`src/rtl/imem_boot_loader_pkg.sv`:
```
`default_nettype none
// +----------------------------------------------------------------------------+
// | Module   : imem_boot_loader_pkg                                            |
// | Brief    : Shared state encoding and sizing helpers for the boot loader.   |
// | Revision : 1.0                                                             |
// +----------------------------------------------------------------------------+
package imem_boot_loader_pkg;

    localparam int unsigned c_HDR_BYTES = 2;
    localparam int unsigned c_ST_W      = 3;

    typedef logic [c_ST_W-1:0] state_t;

    localparam state_t c_ST_LEN_HI = 3'd0;
    localparam state_t c_ST_LEN_LO = 3'd1;
    localparam state_t c_ST_DATA   = 3'd2;
    localparam state_t c_ST_DONE   = 3'd3;
    localparam state_t c_ST_RUN    = 3'd4;

    // Word capacity of a byte-addressed memory holding 32-bit words.
    function automatic int unsigned cap_words(input int unsigned addr_width);
        return 32'd1 << (addr_width - 2);
    endfunction

endpackage
`default_nettype wire

```
`src/rtl/imem_boot_loader_if.sv`:
```
`default_nettype none
// +----------------------------------------------------------------------------+
// | Module   : imem_boot_loader_if                                             |
// | Brief    : Byte-stream input and instruction-memory write port bundle.     |
// | Revision : 1.0                                                             |
// +----------------------------------------------------------------------------+
interface imem_boot_loader_if;

    logic        in_valid;
    logic [7:0]  in_data;
    logic        in_ready;
    logic        imem_we;
    logic [31:0] imem_waddr;
    logic [31:0] imem_wdata;

    modport master (
        output in_valid,
        output in_data,
        input  in_ready,
        input  imem_we,
        input  imem_waddr,
        input  imem_wdata
    );

    modport slave (
        input  in_valid,
        input  in_data,
        output in_ready,
        output imem_we,
        output imem_waddr,
        output imem_wdata
    );

endinterface
`default_nettype wire

```
`src/rtl/imem_word_packer.sv`:
```
`default_nettype none
// +----------------------------------------------------------------------------+
// | Module   : imem_word_packer                                                |
// | Brief    : Packs bytes MSB-first into 32-bit words; flags the 4th byte.    |
// | Revision : 1.0                                                             |
// +----------------------------------------------------------------------------+
module imem_word_packer
    import imem_boot_loader_pkg::*;
(
    input  wire         clk,
    input  wire         rst,
    input  wire         i_clr,
    input  wire         i_byte_valid,
    input  wire  [7:0]  i_byte,
    output logic        o_word_done,
    output logic [31:0] o_word
);

    logic [1:0]  r_byte_cnt;
    logic [23:0] r_shift;

    always_ff @(posedge clk) begin
        if (!rst || i_clr) begin
            r_byte_cnt <= 2'd0;
            r_shift    <= 24'd0;
        end else if (i_byte_valid) begin
            r_byte_cnt <= r_byte_cnt + 2'd1;
            r_shift    <= {r_shift[15:0], i_byte};
        end
    end

    // The word is presented together with its final byte so the caller can
    // register it on the same edge that accepts that byte.
    assign o_word_done = i_byte_valid && (r_byte_cnt == 2'd3);
    assign o_word      = {r_shift, i_byte};

endmodule
`default_nettype wire

```
`src/rtl/imem_boot_loader.sv`:
```
`default_nettype none
// +----------------------------------------------------------------------------+
// | Module   : imem_boot_loader                                                |
// | Brief    : Loads a length-prefixed byte stream into instruction memory     |
// |            and holds the CPU in reset until the last word is committed.    |
// | Revision : 1.0                                                             |
// +----------------------------------------------------------------------------+
module imem_boot_loader
    import imem_boot_loader_pkg::*;
#(
    parameter int ADDR_WIDTH = 10,
    parameter int LEN_WIDTH  = 16
) (
    input  wire                  clk,
    input  wire                  rst,
    imem_boot_loader_if.slave    bus,
    input  wire                  load_req,
    output logic                 cpu_rst_n,
    output logic [LEN_WIDTH-1:0] loaded_words,
    output logic                 err_overflow
);

    localparam int unsigned            c_CAP   = cap_words(ADDR_WIDTH);
    localparam logic [LEN_WIDTH:0]     c_CAP_L = c_CAP[LEN_WIDTH:0];
    localparam logic [LEN_WIDTH-1:0]   c_ONE   = {{(LEN_WIDTH-1){1'b0}}, 1'b1};

    state_t                r_state;
    state_t                w_state_nxt;
    logic [LEN_WIDTH-1:0]  r_len;
    logic [LEN_WIDTH-1:0]  w_len_nxt;
    logic [LEN_WIDTH-1:0]  r_word_idx;
    logic [LEN_WIDTH-1:0]  w_word_idx_nxt;
    logic [LEN_WIDTH-1:0]  r_loaded;
    logic [LEN_WIDTH-1:0]  w_loaded_nxt;
    logic                  r_we;
    logic                  w_we_nxt;
    logic [31:0]           r_waddr;
    logic [31:0]           w_waddr_nxt;
    logic [31:0]           r_wdata;
    logic [31:0]           w_wdata_nxt;
    logic                  r_cpu_rst_n;
    logic                  w_cpu_rst_n_nxt;
    logic                  r_err;
    logic                  w_err_nxt;

    logic                  w_ready;
    logic                  w_hs;
    logic                  w_pack_valid;
    logic                  w_pack_clr;
    logic                  w_word_done;
    logic [31:0]           w_word;
    logic [LEN_WIDTH-1:0]  w_len_shift;
    logic [LEN_WIDTH-1:0]  w_idx_inc;

    assign w_ready = rst && ((r_state == c_ST_LEN_HI) ||
                             (r_state == c_ST_LEN_LO) ||
                             (r_state == c_ST_DATA));
    assign w_hs         = bus.in_valid && w_ready;
    assign w_pack_valid = w_hs && (r_state == c_ST_DATA);
    assign w_len_shift  = {r_len[LEN_WIDTH-9:0], bus.in_data};
    assign w_idx_inc    = r_word_idx + c_ONE;

    imem_word_packer u_packer (
        .clk          (clk),
        .rst          (rst),
        .i_clr        (w_pack_clr),
        .i_byte_valid (w_pack_valid),
        .i_byte       (bus.in_data),
        .o_word_done  (w_word_done),
        .o_word       (w_word)
    );

    always_comb begin
        w_state_nxt     = r_state;
        w_len_nxt       = r_len;
        w_word_idx_nxt  = r_word_idx;
        w_loaded_nxt    = r_loaded;
        w_we_nxt        = 1'b0;
        w_waddr_nxt     = r_waddr;
        w_wdata_nxt     = r_wdata;
        w_cpu_rst_n_nxt = r_cpu_rst_n;
        w_err_nxt       = r_err;
        w_pack_clr      = 1'b0;

        case (r_state)
            c_ST_LEN_HI: begin
                if (w_hs) begin
                    w_len_nxt   = {{(LEN_WIDTH-8){1'b0}}, bus.in_data};
                    w_state_nxt = c_ST_LEN_LO;
                end
            end
            c_ST_LEN_LO: begin
                if (w_hs) begin
                    w_len_nxt   = w_len_shift;
                    w_err_nxt   = ({1'b0, w_len_shift} > c_CAP_L);
                    w_state_nxt = (w_len_shift == '0) ? c_ST_DONE : c_ST_DATA;
                end
            end
            c_ST_DATA: begin
                if (w_word_done) begin
                    // Words beyond capacity are drained from the stream unwritten.
                    if ({1'b0, r_word_idx} < c_CAP_L) begin
                        w_we_nxt     = 1'b1;
                        w_waddr_nxt  = {{(32-ADDR_WIDTH){1'b0}},
                                        r_word_idx[ADDR_WIDTH-3:0], 2'b00};
                        w_wdata_nxt  = w_word;
                        w_loaded_nxt = r_loaded + c_ONE;
                    end
                    w_word_idx_nxt = w_idx_inc;
                    if (w_idx_inc == r_len) begin
                        w_state_nxt = c_ST_DONE;
                    end
                end
            end
            c_ST_DONE: begin
                w_state_nxt     = c_ST_RUN;
                w_cpu_rst_n_nxt = 1'b1;
            end
            c_ST_RUN: begin
                if (load_req) begin
                    w_state_nxt     = c_ST_LEN_HI;
                    w_cpu_rst_n_nxt = 1'b0;
                    w_word_idx_nxt  = '0;
                    w_loaded_nxt    = '0;
                    w_err_nxt       = 1'b0;
                    w_pack_clr      = 1'b1;
                end
            end
            default: begin
                w_state_nxt     = c_ST_LEN_HI;
                w_cpu_rst_n_nxt = 1'b0;
            end
        endcase
    end

    always_ff @(posedge clk) begin
        if (!rst) begin
            r_state     <= c_ST_LEN_HI;
            r_len       <= '0;
            r_word_idx  <= '0;
            r_loaded    <= '0;
            r_we        <= 1'b0;
            r_waddr     <= 32'd0;
            r_wdata     <= 32'd0;
            r_cpu_rst_n <= 1'b0;
            r_err       <= 1'b0;
        end else begin
            r_state     <= w_state_nxt;
            r_len       <= w_len_nxt;
            r_word_idx  <= w_word_idx_nxt;
            r_loaded    <= w_loaded_nxt;
            r_we        <= w_we_nxt;
            r_waddr     <= w_waddr_nxt;
            r_wdata     <= w_wdata_nxt;
            r_cpu_rst_n <= w_cpu_rst_n_nxt;
            r_err       <= w_err_nxt;
        end
    end

    assign bus.in_ready   = w_ready;
    assign bus.imem_we    = r_we;
    assign bus.imem_waddr = r_waddr;
    assign bus.imem_wdata = r_wdata;
    assign cpu_rst_n      = r_cpu_rst_n;
    assign loaded_words   = r_loaded;
    assign err_overflow   = r_err;

endmodule
`default_nettype wire

```
`src/flat_wrapper.sv`:
```
// flat-port wrapper written by rule: the top's interface ports become plain ports
module imem_boot_loader_flat import imem_boot_loader_pkg::*;
#(
    parameter int ADDR_WIDTH = 10,
    parameter int LEN_WIDTH  = 16
)
  (clk, rst, load_req, cpu_rst_n, loaded_words, err_overflow, bus_in_valid, bus_in_data, bus_in_ready, bus_imem_we, bus_imem_waddr, bus_imem_wdata);
  imem_boot_loader_if bus_i ();
  input  wire clk;
  input  wire rst;
  input  wire load_req;
  output logic cpu_rst_n;
  output logic [LEN_WIDTH-1:0] loaded_words;
  output logic err_overflow;
  input wire logic [$bits(bus_i.in_valid)-1:0] bus_in_valid;
  input wire logic [$bits(bus_i.in_data)-1:0] bus_in_data;
  output wire logic [$bits(bus_i.in_ready)-1:0] bus_in_ready;
  output wire logic [$bits(bus_i.imem_we)-1:0] bus_imem_we;
  output wire logic [$bits(bus_i.imem_waddr)-1:0] bus_imem_waddr;
  output wire logic [$bits(bus_i.imem_wdata)-1:0] bus_imem_wdata;
  assign bus_i.in_valid = bus_in_valid;
  assign bus_i.in_data = bus_in_data;
  assign bus_in_ready = bus_i.in_ready;
  assign bus_imem_we = bus_i.imem_we;
  assign bus_imem_waddr = bus_i.imem_waddr;
  assign bus_imem_wdata = bus_i.imem_wdata;
  imem_boot_loader #(.ADDR_WIDTH(ADDR_WIDTH), .LEN_WIDTH(LEN_WIDTH)) u_core (.clk(clk), .rst(rst), .bus(bus_i), .load_req(load_req), .cpu_rst_n(cpu_rst_n), .loaded_words(loaded_words), .err_overflow(err_overflow));
endmodule
```
`config.mk`:
```
export PLATFORM = sky130hd
export DESIGN_NAME = imem_boot_loader_flat
export DESIGN_NICKNAME = d
export VERILOG_FILES = /design/src/rtl/imem_boot_loader_pkg.sv /design/src/rtl/imem_boot_loader_if.sv /design/src/rtl/imem_word_packer.sv /design/src/rtl/imem_boot_loader.sv /design/src/flat_wrapper.sv
export SDC_FILE = /design/constraint.sdc
export NUM_CORES = 1
export LEC_CHECK = 0
export CAP_MARGIN = 30
export CORE_MARGIN = 2
export CORE_UTILIZATION = 53
export DETAILED_ROUTE_END_ITERATION = 12
export GPL_TIMING_DRIVEN = 0
export PLACE_DENSITY = 0.85
export SLEW_MARGIN = 25
export SYNTH_ARGS = -nofsm -noshare
export SYNTH_HDL_FRONTEND = slang
export SYNTH_SLANG_ARGS = --single-unit
```
`constraint.sdc`:
```
create_clock -name clk -period 2.9 [get_ports clk]
set_input_delay 0.58 -clock clk [delete_from_list [all_inputs] [get_ports clk]]
set_output_delay 0.58 -clock clk [all_outputs]
set_load 0.05 [all_outputs]
```
[Word-level counts from Yosys, hierarchy flattened]
Cells that the tools add are included.
Word-level totals
  logic and storage cells: 74
  output and inout bits: 84
  register bits: 120
  input port bits: 12
Operators by class
  add/sub/neg operators: 3
  magnitude comparators: 2
  bitwise gates (word level): 1
  reduce and logical (&&, ||, !) cells: 22
  mux-type cells: 23
  equal/unequal tests: 12
Operators by type and width (count)
  2-to-1 mux 16 bit: 6
  one-hot mux 16 bit (2 select lines): 3
  adder 16 x 1 -> 16 bit, second input constant: 2
  == test 16 bit: 1
  > comparator 16 x 9 -> 1 bit, second input constant: 1
  zero test 16 bit: 1
  < comparator 16 x 9 -> 1 bit, second input constant: 1
  2-to-1 mux 3 bit: 5
  one-hot mux 3 bit (5 select lines): 1
  AND reduction 3 bit: 5
  inequality test 2 bit, second input constant: 4
  == test 3 x 2 -> 1 bit, second input constant: 2
  2-to-1 mux 1 bit: 6
  nonzero test 2 bit: 3
  AND reduction 5 bit: 1
  logical AND 1 bit: 4
  inequality test 2 x 1 -> 1 bit, second input constant: 2
  AND reduction 4 bit: 1
  == test 3 x 1 -> 1 bit, second input constant: 1
  == test 3 bit, second input constant: 1
  zero test 3 bit: 1
  logical OR 1 bit: 3
  one-hot mux 1 bit (3 select lines): 1
  OR reduction 3 bit: 1
  other kinds (6): 6

[Longest topological paths before layout]
Gate-level depths: netlist of run 1.
  word-level depth: 9
  mapped depth: 8
  gate-level depth less buffers: 7

[Hierarchy]
Synthesis of run 1 repeated with hierarchy kept, for this count alone.
Second synthesis, totals
  cell total of the unflattened synthesis: 661
  area, all modules: 5657.9 um2
Modules (own cells, without submodules)
  imem_boot_loader: cells each 566, seq. area each 1881.8 um2, area each 4610.7 um2, times used 1
  imem_word_packer: cells each 95, seq. area each 520.5 um2, area each 1047.3 um2, times used 1

[Least setup slack after synthesis of run 1]
No wires, ideal clock.
  kind: in2reg
  from: in rst
  to: reg u_core.r_loaded[15], in the netlist u_core.loaded_words[15]
  setup slack: 669 ps
  data required time: 2830 ps
  path buffers: 1
  setup time: 70 ps
  cell stages on the path: 7
  arrival: 2161 ps
  cell sequence: buf_2 -> and4b_1 -> nand4_4 -> a2111oi_4 -> nand3_1 -> or3_1 -> a21oi_1
On the way
  cells in the longest elaborated chain, start to end: 6
RTL lines
  from (decl): RTL line flat_wrapper.sv:10  | input wire rst;
  logical AND 1 bit: RTL line imem_boot_loader.sv:55  | assign w_ready = rst && ((r_state == c_ST_LEN_HI) ||
  logical AND 1 bit: RTL line imem_boot_loader.sv:58  | assign w_hs = bus.in_valid && w_ready;
  logical AND 1 bit: RTL line imem_boot_loader.sv:59  | assign w_pack_valid = w_hs && (r_state == c_ST_DATA);
  logical AND 1 bit: RTL line imem_word_packer.sv:34  | assign o_word_done = i_byte_valid && (r_byte_cnt == 2'd3);
  inequality test 2 bit (no source line)
  AND reduction 4 bit (no source line)
  to (signal assigned): RTL line imem_boot_loader.sv:151  | r_loaded <= w_loaded_nxt;
  to (decl): RTL line imem_boot_loader.sv:33  | logic [LEN_WIDTH-1:0] r_loaded;
Several ways; a longest one is shown, not always the timed one.
A chain may end at the register's enable or synchronous reset.

[Final worst setup path of run 1]
  from: reg u_core.r_state[0]
  to: out bus_in_ready
On the way
  cells in the longest elaborated chain, start to end: 4
  elaborated cells on any way between the ends: 6
  those cells by class: eq/ne (2); reduce/logical (4)
RTL lines
  from (decl): RTL line imem_boot_loader.sv:27  | state_t r_state;
  from (signal assigned): RTL line imem_boot_loader.sv:138  | r_state <= c_ST_LEN_HI;
  from (signal assigned): RTL line imem_boot_loader.sv:148  | r_state <= w_state_nxt;
  == test 3 x 1 -> 1 bit / zero test 3 bit (equally long branches): RTL line imem_boot_loader.sv:56, imem_boot_loader.sv:55
  logical OR 1 bit: RTL line imem_boot_loader.sv:55
  logical OR 1 bit (*): RTL line imem_boot_loader.sv:56  | (r_state == c_ST_LEN_LO) ||
  logical AND 1 bit (*): RTL line imem_boot_loader.sv:55
  to (decl): RTL line flat_wrapper.sv:17  | output wire logic [$bits(bus_i.in_ready)-1:0] bus_in_ready;
Mark *: on every way between the ends. The rest lies on a longest branch, timed or not.

==> impl_metrics.toml, run 1 <==
[placed_design]
hpwl_mm = 10.6
pre_cts_ws_ns = -0.0139
numPortBuffers = 70
gp_congestion = 0.915
dp_cells = 922
post_dp_cell_area_um2 = 6550

[layout]
area_growth_syn_to_layout_pct = 27.7
fillers = 818
finalInstanceArea_um2 = 7140
layout.cells.non_filler = 954
final_nets = 820
drive_gt1_frac = 0.0892
diodes = 0

[routing]
viasPerCell = 5.53
wl_per_cell_um = 15.8
drc = 0
ant_nets = 0
routed_wl_mm = 15.0
first_pass_iters = 5
dr.first_iter.drc_count = 416
vias = 5277

[clock_tree]
post-cts-setup-buffer-count = 0
clock_sink_count = 120
cts_tree = "built"
worstSkewPairLatency_ns = 0.53
cts_root_buf = "clkbuf_8"
clk_pin_slew_worst_paths_ns = 0.06
cts_hold_buf = 0
clock_path_buffers = 2
htreeDepth = 4
post_cts_resized = 1
cts_buffers = 17

[yosys]
synth_most_common_cell = "nand2_1"
synth_cells = 693
avgSynthCellArea_um2 = 8.07
ys_ff_latch = 120
ys_seq_area_frac = 0.430
synth_area_leaders = "dfxtp_1 43%, nand2_1 12%, a21boi_0 8.5%"
yosys.cell_types.count = 56
synthFlopType = "dfxtp_1"
yosys.area.top_type_share = 0.430
syn_area_um2 = 5590
yosysWarnings = 0
synth_top_cell_by_area = "dfxtp_1"
synth_edf_count = 0
synthArstFlopShare = 0
synth_common_cells = "177 x nand2_1, 120 x dfxtp_1, 63 x a21boi_0"

[grt]
grt_antenna_before_repair = 0
grt_pass1_vias = 5145
track_usage = 0.276
grt_pass1_wl_mm = 24.8
grt_start_max_net_pins = 17
grt-ovfl-total = 0

[power_and_ir_drop]
ir_worst_vdd_mv = 0.424
power.internal_w = 0.00306
clkPwrFrac = 0.522
p_per_area_nw_per_um2 = 564
switchingPower_w = 0.000972
total_power_w = 0.00403
combPwrFrac = 0.062
leakage_nw = 2.49
seqPwrFrac = 0.416
swShare = 0.241

[worst_setup_path]
reg2reg_slack_ns = 0.48
cp_max_fo = 10
startpoint_type = "flop"
reg2reg_depth = 7
path_class = "reg -> out"
arrival_ns = 2.15
required_ns = 2.32
reg2reg_from = "u_core.r_word_idx[0]$_SDFFE_PN0P_"
end_kind = "output port"
rr_endpoint = "u_core.r_state[0]$_SDFFE_PN0P_"

[timing]
hold_viol_final = 0
period_share = 0.941
finalMaxSlewViolations = 0
clock.fmax_mhz = 367
finalCriticalPeriod_ns = 2.73
relSlewSlack = 0.581
tightest_slew_ns = 0.627
finalSetupViolations = 0
skew_ns = 0.0103
rsz0062_at_grt = "false"
setup_ws_ns = 0.172

[hold_path]
worstHoldEndpoint = "u_core.bus.imem_wdata[26]$_SDFFE_PN0P_"
min_path_type = "reg -> reg"
hold_depth = 2
hold_start = "u_core.bus.imem_wdata[26]$_SDFFE_PN0P_"

[job]
cap_viol_max_count = 0

[floorplan]
start_util = 0.544
std_cell_rows = 37
ios = 96
die_h_um = 107
die-area_um2 = 11400
die_w_um = 107
core_um2 = 10300

[status]
status = "completed"
[kinds of logic after synthesis]
kind of cell               after synthesis  share of synthesized area
and+or+nand+nor                        303                      0.253
AOI/OAI and AO/OA                      152                      0.183
DFF                                    120                      0.430
buffers and inverters                   78                     0.0709
xor gates and xnor gates                36                     0.0564
adders and majority gates                3                    0.00671
other                                    1                   0.000671
[through the flow]
step / util / setup TNS (ns) / hold slack [ns]
2_1_floorplan: - / 0 / 0.437
3_3_place_gp: 0.637 / -0.000317 / 0.446
3_5_place_dp: 0.637 / -0.0156 / 0.451
4_1_cts: 0.695 / 0 / 0.448
5_1_grt: 0.695 / 0 / 0.475
6_report: 0.695 / 0 / 0.462
[flip-flops by register name (all words and copies together) (netlist names), 2 cells and up]
signal / flops
u_core.loaded_words: 16
u_core.r_word_idx: 16
u_core.bus.imem_waddr: 8
u_core.u_packer.r_byte_cnt: 2
u_core.bus.imem_wdata: 32
u_core.r_len: 16
u_core.r_state: 3
u_core.u_packer.r_shift: 24
[critical path: stages, from the launching register on]
cell and delay, ns:
dfxtp_1 0.43, clkbuf_1 0.35, clkbuf_2 0.29, a21oi_1 0.10, dlygate4sd2_1 0.44
[layer usage]
layer,share of wire,vias to the layer above,GRT usage,wire length [um]
li1,-,2533,-,-
met1,0.40,2507,0.321,6020
met2,0.51,203,0.473,7610
met3,0.068,34,0.0918,1020
met4,0.026,0,0.103,394
met5,0,-,0,0
[final cells by class]
cell class	count	area (um2)	area share
multi-input cells	518	2880	0.403
flip-flops and latches	120	2400	0.336
repair buffers	70	699	0.0980
clock buffers	18	418	0.0585
plain buffers	71	372	0.0521
clock inverters	14	173	0.0242
well taps	136	170	0.0238
inverters	7	26.3	0.00368
[power by group through the flow]
| stage | logic [W] | registers [W] | clock network [W] |
|---|---|---|---|
| 6_report | 0.000250 | 0.00168 | 0.00210 |
| 5_1_grt | 0.000268 | 0.00168 | 0.00221 |
| 4_1_cts | 0.000245 | 0.00168 | 0.00212 |
| 3_5_place_dp | 0.000245 | 0.00171 | 0 |
| 3_3_place_gp | 0.000241 | 0.00171 | 0 |
| 2_1_floorplan | 0.000188 | 0.00171 | 0 |
[worst max path at each step]
stage                                         startpoint                              endpoint  slack [ns]  depth (start not counted)
after global routing      u_core.r_state[0]$_SDFFE_PN0P_                          bus_in_ready        0.04                          4
final                     u_core.r_state[0]$_SDFFE_PN0P_                          bus_in_ready        0.17                          4
after floorplan                                      rst  u_core.loaded_words[15]$_SDFFE_PN0P_        0.67                          7
after detailed placement                    bus_in_valid     u_core.r_word_idx[5]$_SDFFE_PN0P_       -0.01                          8
after global placement                      bus_in_valid     u_core.r_word_idx[5]$_SDFFE_PN0P_     -0.0003                          8
after CTS                 u_core.r_state[0]$_SDFFE_PN0P_                          bus_in_ready        0.07                          4
[cells in the final DEF, fill, tap and decap left out, types with 4 or more instances in the layout]
cell,n
or3_1,4
nor3_1,5
xnor2_1,20
inv_1,6
buf_1,7
clkbuf_1,34
a31oi_1,4
nand3_1,21
nand2_1,177
and2_1,6
o21ai_0,20
nand3b_1,5
nor2_1,32
xor2_1,16
a21boi_0,63
buf_4,24
dfxtp_1,120
a21oi_1,39
and3_1,8
nand4_1,13
nor2b_1,8
buf_2,5
clkbuf_16,16
conb_1,24
nor4_1,10
clkdlybuf4s50_1,69
Note: power is estimated with default switching activity, not from simulation.
==> run 2, diff against run 1 <==
==> constraint.sdc (replaced) <==
create_clock -name clk -period 2.9 [get_ports clk]
set_input_delay 0.29 -clock clk [delete_from_list [all_inputs] [get_ports clk]]
set_output_delay 0.29 -clock clk [all_outputs]
set_load 0.05 [all_outputs]
==> run 2 against run 1 <==
Net effect:
- non-clock buffer count stayed put
- critical endpoint unchanged
- largest cell class unchanged
- clock power hardly changed
- die area stayed put
- sequential cell count stayed put
- critical path type unchanged
- setup slack better by 0.0058 ns
==> impl_metrics.toml, run 2 (same netlist as run 1, synthesis figures left out) <==
[grt]
grt_pass1_wl_mm = 24.8
track_usage = 0.276
grt_pass1_vias = 5145
grt_antenna_before_repair = 0
grt-ovfl-total = 0
grt_start_max_net_pins = 17

[routing]
wl_per_cell_um = 15.8
top_layer_used = "met4"
ant_nets = 0
met2_length_mm = 7.60
routed_wl_mm = 15.1
dr.first_iter.drc_count = 395
first_pass_iters = 6
met3_length_mm = 1.05
viasPerCell = 5.54
drt-met1-wl_mm = 6.01
drc = 0
vias = 5283

[floorplan]
die_w_um = 107
die_h_um = 107
std_cell_rows = 37
die-area_um2 = 11400
ios = 96
core_um2 = 10300
start_util = 0.544

[layout]
diodes = 0
fillers = 819
mostFrequentLayoutCell = "nand2_1"
largest_reg_flops = 32
final_nets = 820
drive_gt1_frac = 0.0892
area_growth_syn_to_layout_pct = 27.7
finalInstanceArea_um2 = 7140
mostFrequentLayoutCells = "177 x nand2_1, 120 x dfxtp_1, 70 x clkdlybuf4s50_1"
layout.cells.non_filler = 954

[clock_tree]
clk_pin_slew_worst_paths_ns = 0.06
clock_path_buffers = 2
worstSkewPairLatency_ns = 0.53
cts_root_buf = "clkbuf_8"
htreeDepth = 4
cts_buffers = 17
cts_tree = "built"
post-cts-setup-buffer-count = 0
cts_hold_buf = 0
clock_sink_count = 120

[power_and_ir_drop]
clkPwrFrac = 0.522
leakage_nw = 2.49
p_per_area_nw_per_um2 = 565
total_power_w = 0.00403
power.internal_w = 0.00306
combPwrFrac = 0.062
swShare = 0.242
ir_worst_vdd_mv = 0.424
seqPwrFrac = 0.416
switchingPower_w = 0.000974

[placed_design]
numPortBuffers = 70
gp_congestion = 0.915
dp_cells = 922
hpwl_mm = 10.6
pre_cts_ws_ns = 0.276
post_dp_cell_area_um2 = 6550

[worst_setup_path]
arrival_ns = 2.43
cp_slowest_cell = "clkdlybuf4s50_1"
crit_chain = "clkbuf_1 > clkbuf_2 > a21oi_1 > clkdlybuf4s50_1"
end_kind = "output port"
max_stage_delay_ns = 0.72
startpoint_type = "flop"
cp_max_fo = 10
required_ns = 2.61
path_class = "reg -> out"

[timing]
relSlewSlack = 0.582
finalCriticalPeriod_ns = 2.72
finalMaxSlewViolations = 0
tightest_slew_ns = 0.625
clock.fmax_mhz = 367
skew_ns = 0.0104
finalSetupViolations = 0
rsz0062_at_grt = "false"
setup_ws_ns = 0.178
period_share = 0.939
tns_ns = 0
hold_viol_final = 0

[status]
status = "completed"

[job]
cap_viol_max_count = 0

[hold_path]
min_path_type = "in -> reg"
run 2: changes by cell type in the layout (fill, tap and decap cells not counted), sizes merged:
cell,delta
clkdlybuf4s50,+1
dlygate4sd2,-1
run 2: final cells by class:
| cell class | count | area (um2) | share of cell area |
|---|---|---|---|
| clock inverters | 14 | 173 | 0.0242 |
| flip-flops and latches | 120 | 2400 | 0.336 |
| plain buffers | 71 | 372 | 0.0520 |
| multi-input cells | 518 | 2880 | 0.403 |
| inverters | 7 | 26.3 | 0.00368 |
| well taps | 136 | 170 | 0.0238 |
| clock buffers | 18 | 418 | 0.0585 |
| repair buffers | 70 | 701 | 0.0981 |
run 2: metal layers:
layer | global-route usage | vias up
met5 | 0 | -
met4 | 0.103 | 0
met3 | 0.0918 | 36
met2 | 0.473 | 208
met1 | 0.321 | 2506
li1 | - | 2533
run 2: stage by stage:
step,utilization,hold WS [ns]
3_5_place_dp,0.637,0.451
4_1_cts,0.695,0.158
3_3_place_gp,0.637,0.446
6_report,0.695,0.176
5_1_grt,0.695,0.193
2_1_floorplan,-,0.426
run 2: timing repair:
| item | CTS | global route |
|---|---|---|
| setup endpoints to repair | 0 | 1 |
| hold endpoints to repair | 0 | 0 |
| resized for setup | 0 | 2 |
run 2: worst paths after layout:
kind                                          startpoint                                     end  slack (ns)  depth (start not counted)
setup / recovery          u_core.r_state[0]$_SDFFE_PN0P_                            bus_in_ready        0.18                          4
hold / removal                                       rst          u_core.r_state[1]$_SDFFE_PN0P_        0.18                          3
setup reg to reg       u_core.r_word_idx[0]$_SDFFE_PN0P_          u_core.r_state[0]$_SDFFE_PN0P_        0.48                          7
hold reg to reg   u_core.bus.imem_wdata[26]$_SDFFE_PN0P_  u_core.bus.imem_wdata[26]$_SDFFE_PN0P_        0.46                          2
run 2: power groups by stage:
stage / registers, W / logic, W / clock network (W)
5_1_grt: 0.00168 / 0.000269 / 0.00221
4_1_cts: 0.00168 / 0.000246 / 0.00212
2_1_floorplan: 0.00171 / 0.000188 / 0
3_3_place_gp: 0.00171 / 0.000241 / 0
6_report: 0.00168 / 0.000250 / 0.00210
3_5_place_dp: 0.00171 / 0.000245 / 0
run 2: worst max-delay path, delay by kind of cell, from the launching register on:
kind / cells / cell delay [ns]
AOI/OAI and AO/OA: 1 / 0.11
DFF: 1 / 0.43
buffers and inverters: 3 / 1.36
==> run 3, diff against run 2 <==
--- a/config.mk
+++ b/config.mk
@@ -11,7 +11,7 @@
 export DETAILED_ROUTE_END_ITERATION = 12
 export GPL_TIMING_DRIVEN = 0
 export PLACE_DENSITY = 0.85
-export SLEW_MARGIN = 25
+export SLEW_MARGIN = 15
 export SYNTH_ARGS = -nofsm -noshare
 export SYNTH_HDL_FRONTEND = slang
 export SYNTH_SLANG_ARGS = --single-unit
==> results of run 3 <==
No change in the layout: final DEF, timing and power equal those of run 2.
==> RTL edit, RTL diff (flow settings as in run 3) <==
Put one more register stage on the output `err_overflow`, cleared by the reset. The value now appears one clock later. The other outputs are not delayed to match.
--- a/src/rtl/imem_boot_loader.sv
+++ b/src/rtl/imem_boot_loader.sv
@@ -164,5 +164,11 @@
     assign cpu_rst_n      = r_cpu_rst_n;
     assign loaded_words   = r_loaded;
-    assign err_overflow   = r_err;
+    always_ff @(posedge clk) begin
+        if (!rst) begin
+            err_overflow <= '0;
+        end else begin
+            err_overflow <= r_err;
+        end
+    end
 
 endmodule
Check against the original RTL: not equivalent (a bounded check fails within 4 cycles, from zero or initial values and one cycle with rst low).
==> RTL edit against run 3 <==
Worst setup slack improved by 27 ps; register-to-register slack got worse by 270 ps; wire length decreased by 0.69%; global-route usage decreased by 1.1 points; total power increased by 1.2%; count of clock-buffer cells in the layout decreased by 1; design area increased by 0.93%; sequential cell count increased by 1; synthesized area increased by 0.54%.
==> RTL edit: results (changes against run 3) <==
- Status: finished, final reports clean (unchanged)
- Drt pass-1 iters: 5 (was 6)
- Crit Path Max Fanout: 9 (was 10)
- Final Net Count: 835 (was 820)
- Wirelength per Cell: 15.43 um (was 15.78 um)
- First-pass GRT wire length: 23980 um (was 24760 um)
- Iteration-0 DRC Markers: 278 (was 395)
- Fill count: 798 (was 819)
- Share of cells above drive strength 1: 9.004% (was 8.924%)
- CP max-delay cell: dfxtp_1 (was clkdlybuf4s50_1)
- Xor/xnor share of the synthesized area: 5.141% (was 5.639%)
- R2R depth: 8 (was 7)
- Fin cells: 969 (was 954)
- Routed via count: 5331 (was 5283)
- Sequential area share after synthesis: 43.09% (was 42.96%)
- M2 GR Usage: 43.81% (was 47.27%)
- Slowest cell delay on critical path: 480 ps (was 720 ps)
- CTS buffer count: 17 (unchanged)
- Placed instance count: 938 (was 922)
- I/O Buffers: 71 (was 70)
- Complex-gate fraction of the synthesized area: 17.36% (was 18.30%)
- Skew final: 6.418 ps (was 10.38 ps)
- Tot GR Track Use: 26.50% (was 27.62%)
- Adder-Cell Fraction of Synth Area: 0.6677% (was 0.6713%)
- Synth area leaders: dfxtp_1 (43%), nand2_1 (12%), a21boi_0 (6.8%) (was dfxtp_1 (43%), nand2_1 (12%), a21boi_0 (8.5%))
- Syn Area/Cell: 7.940 um^2 (was 8.069 um^2)
- Relative slew slack: 43.47% (was 58.21%)
- Synth cell count leaders: nand2_1 (175), dfxtp_1 (121), a21boi_0 (51) (was nand2_1 (177), dfxtp_1 (120), a21boi_0 (63))
- M1 GR Usage: 33.56% (was 32.07%)
- Global placement routability congestion: 0.9433 (was 0.9147)
- Worst vdd rail ir drop: 0.3934 mV (was 0.4238 mV)
## RTL edit: routing by layer
| metal | up-vias | wire length [um] |
|---|---|---|
| li1 | 2579 | - |
| met2 | 200 | 7296 |
| met4 | 0 | 197 |
| met1 | 2534 | 6522 |
| met3 | 18 | 935 |
| met5 | - | 0 |
## RTL edit: power by group through the flow
stage	sequential (mW)	combinational [mW]	clock (mW)
2_1_floorplan	1.72	0.203	0
5_1_grt	1.69	0.293	2.22
6_report	1.69	0.277	2.11
4_1_cts	1.69	0.270	2.13
3_3_place_gp	1.72	0.264	0
3_5_place_dp	1.73	0.268	0
## RTL edit: what timing repair did
item / CTS / global route
setup endpoints to repair: 1 / 1
resized for setup: 0 / 5
gates cloned: 0 / 0
## RTL edit: layout make-up
| class | count | share of cell area (%) |
|---|---|---|
| Clock buffer | 17 | 5.747 |
| Clock inverter | 15 | 2.465 |
| Multi-Input combinational cell | 533 | 40.50 |
| Timing Repair Buffer | 71 | 9.861 |
| Tap cell | 136 | 2.361 |
| Buffer | 72 | 5.243 |
| Inverter | 4 | 0.2083 |
| Sequential cell | 121 | 33.61 |
## RTL edit: worst paths after layout
kind / from / to / slack, ps
max reg2reg: u_core.r_word_idx[0]$_SDFFE_PN0P_ / u_core.r_state[0]$_SDFFE_PN0P_ / 210
min: bus_in_data[2] / u_core.u_packer.r_shift[2]$_SDFFE_PP0P_ / 440
min reg2reg: u_core.u_packer.r_shift[19]$_SDFFE_PP0P_ / u_core.bus.imem_wdata[27]$_SDFFE_PN0P_ / 450
max: u_core.r_word_idx[0]$_SDFFE_PN0P_ / u_core.r_state[0]$_SDFFE_PN0P_ / 210
## RTL edit: kinds of logic (layout without fill, tap and decap cells)
| kind of cell | count (synthesis) | count (layout) |
|---|---|---|
| simple gates | 325 | 325 |
| xor+xnor | 33 | 33 |
| compound gates | 148 | 148 |
| buf+inv | 77 | 179 |
| fa+ha+maj | 3 | 3 |
| flops | 121 | 121 |
| other cells | 1 | 24 |
## RTL edit: metrics by stage
step | power [mW] | worst slack [ps] | utilization, % | instance area [um^2]
after floorplan | 1.928 | 532.6 | - | 5708
after global placement | 1.988 | 133.4 | 63.82 | 6589
after detailed placement | 1.993 | 79.39 | 63.82 | 6589
after CTS | 4.086 | 3.295 | 69.52 | 7177
after global routing | 4.201 | 31.40 | 69.81 | 7207
final | 4.079 | 205.2 | 69.81 | 7207
## RTL edit: worst max-delay path: cells and delay by family (launching register included)
kind / cells / cell delay [ps]
xor gates and xnor gates: 1 / 200
AOI/OAI and AO/OA: 1 / 360
DFF: 1 / 480
adders and majority gates: 1 / 190
and+or+nand+nor: 4 / 1060
buffers and inverters: 1 / 280
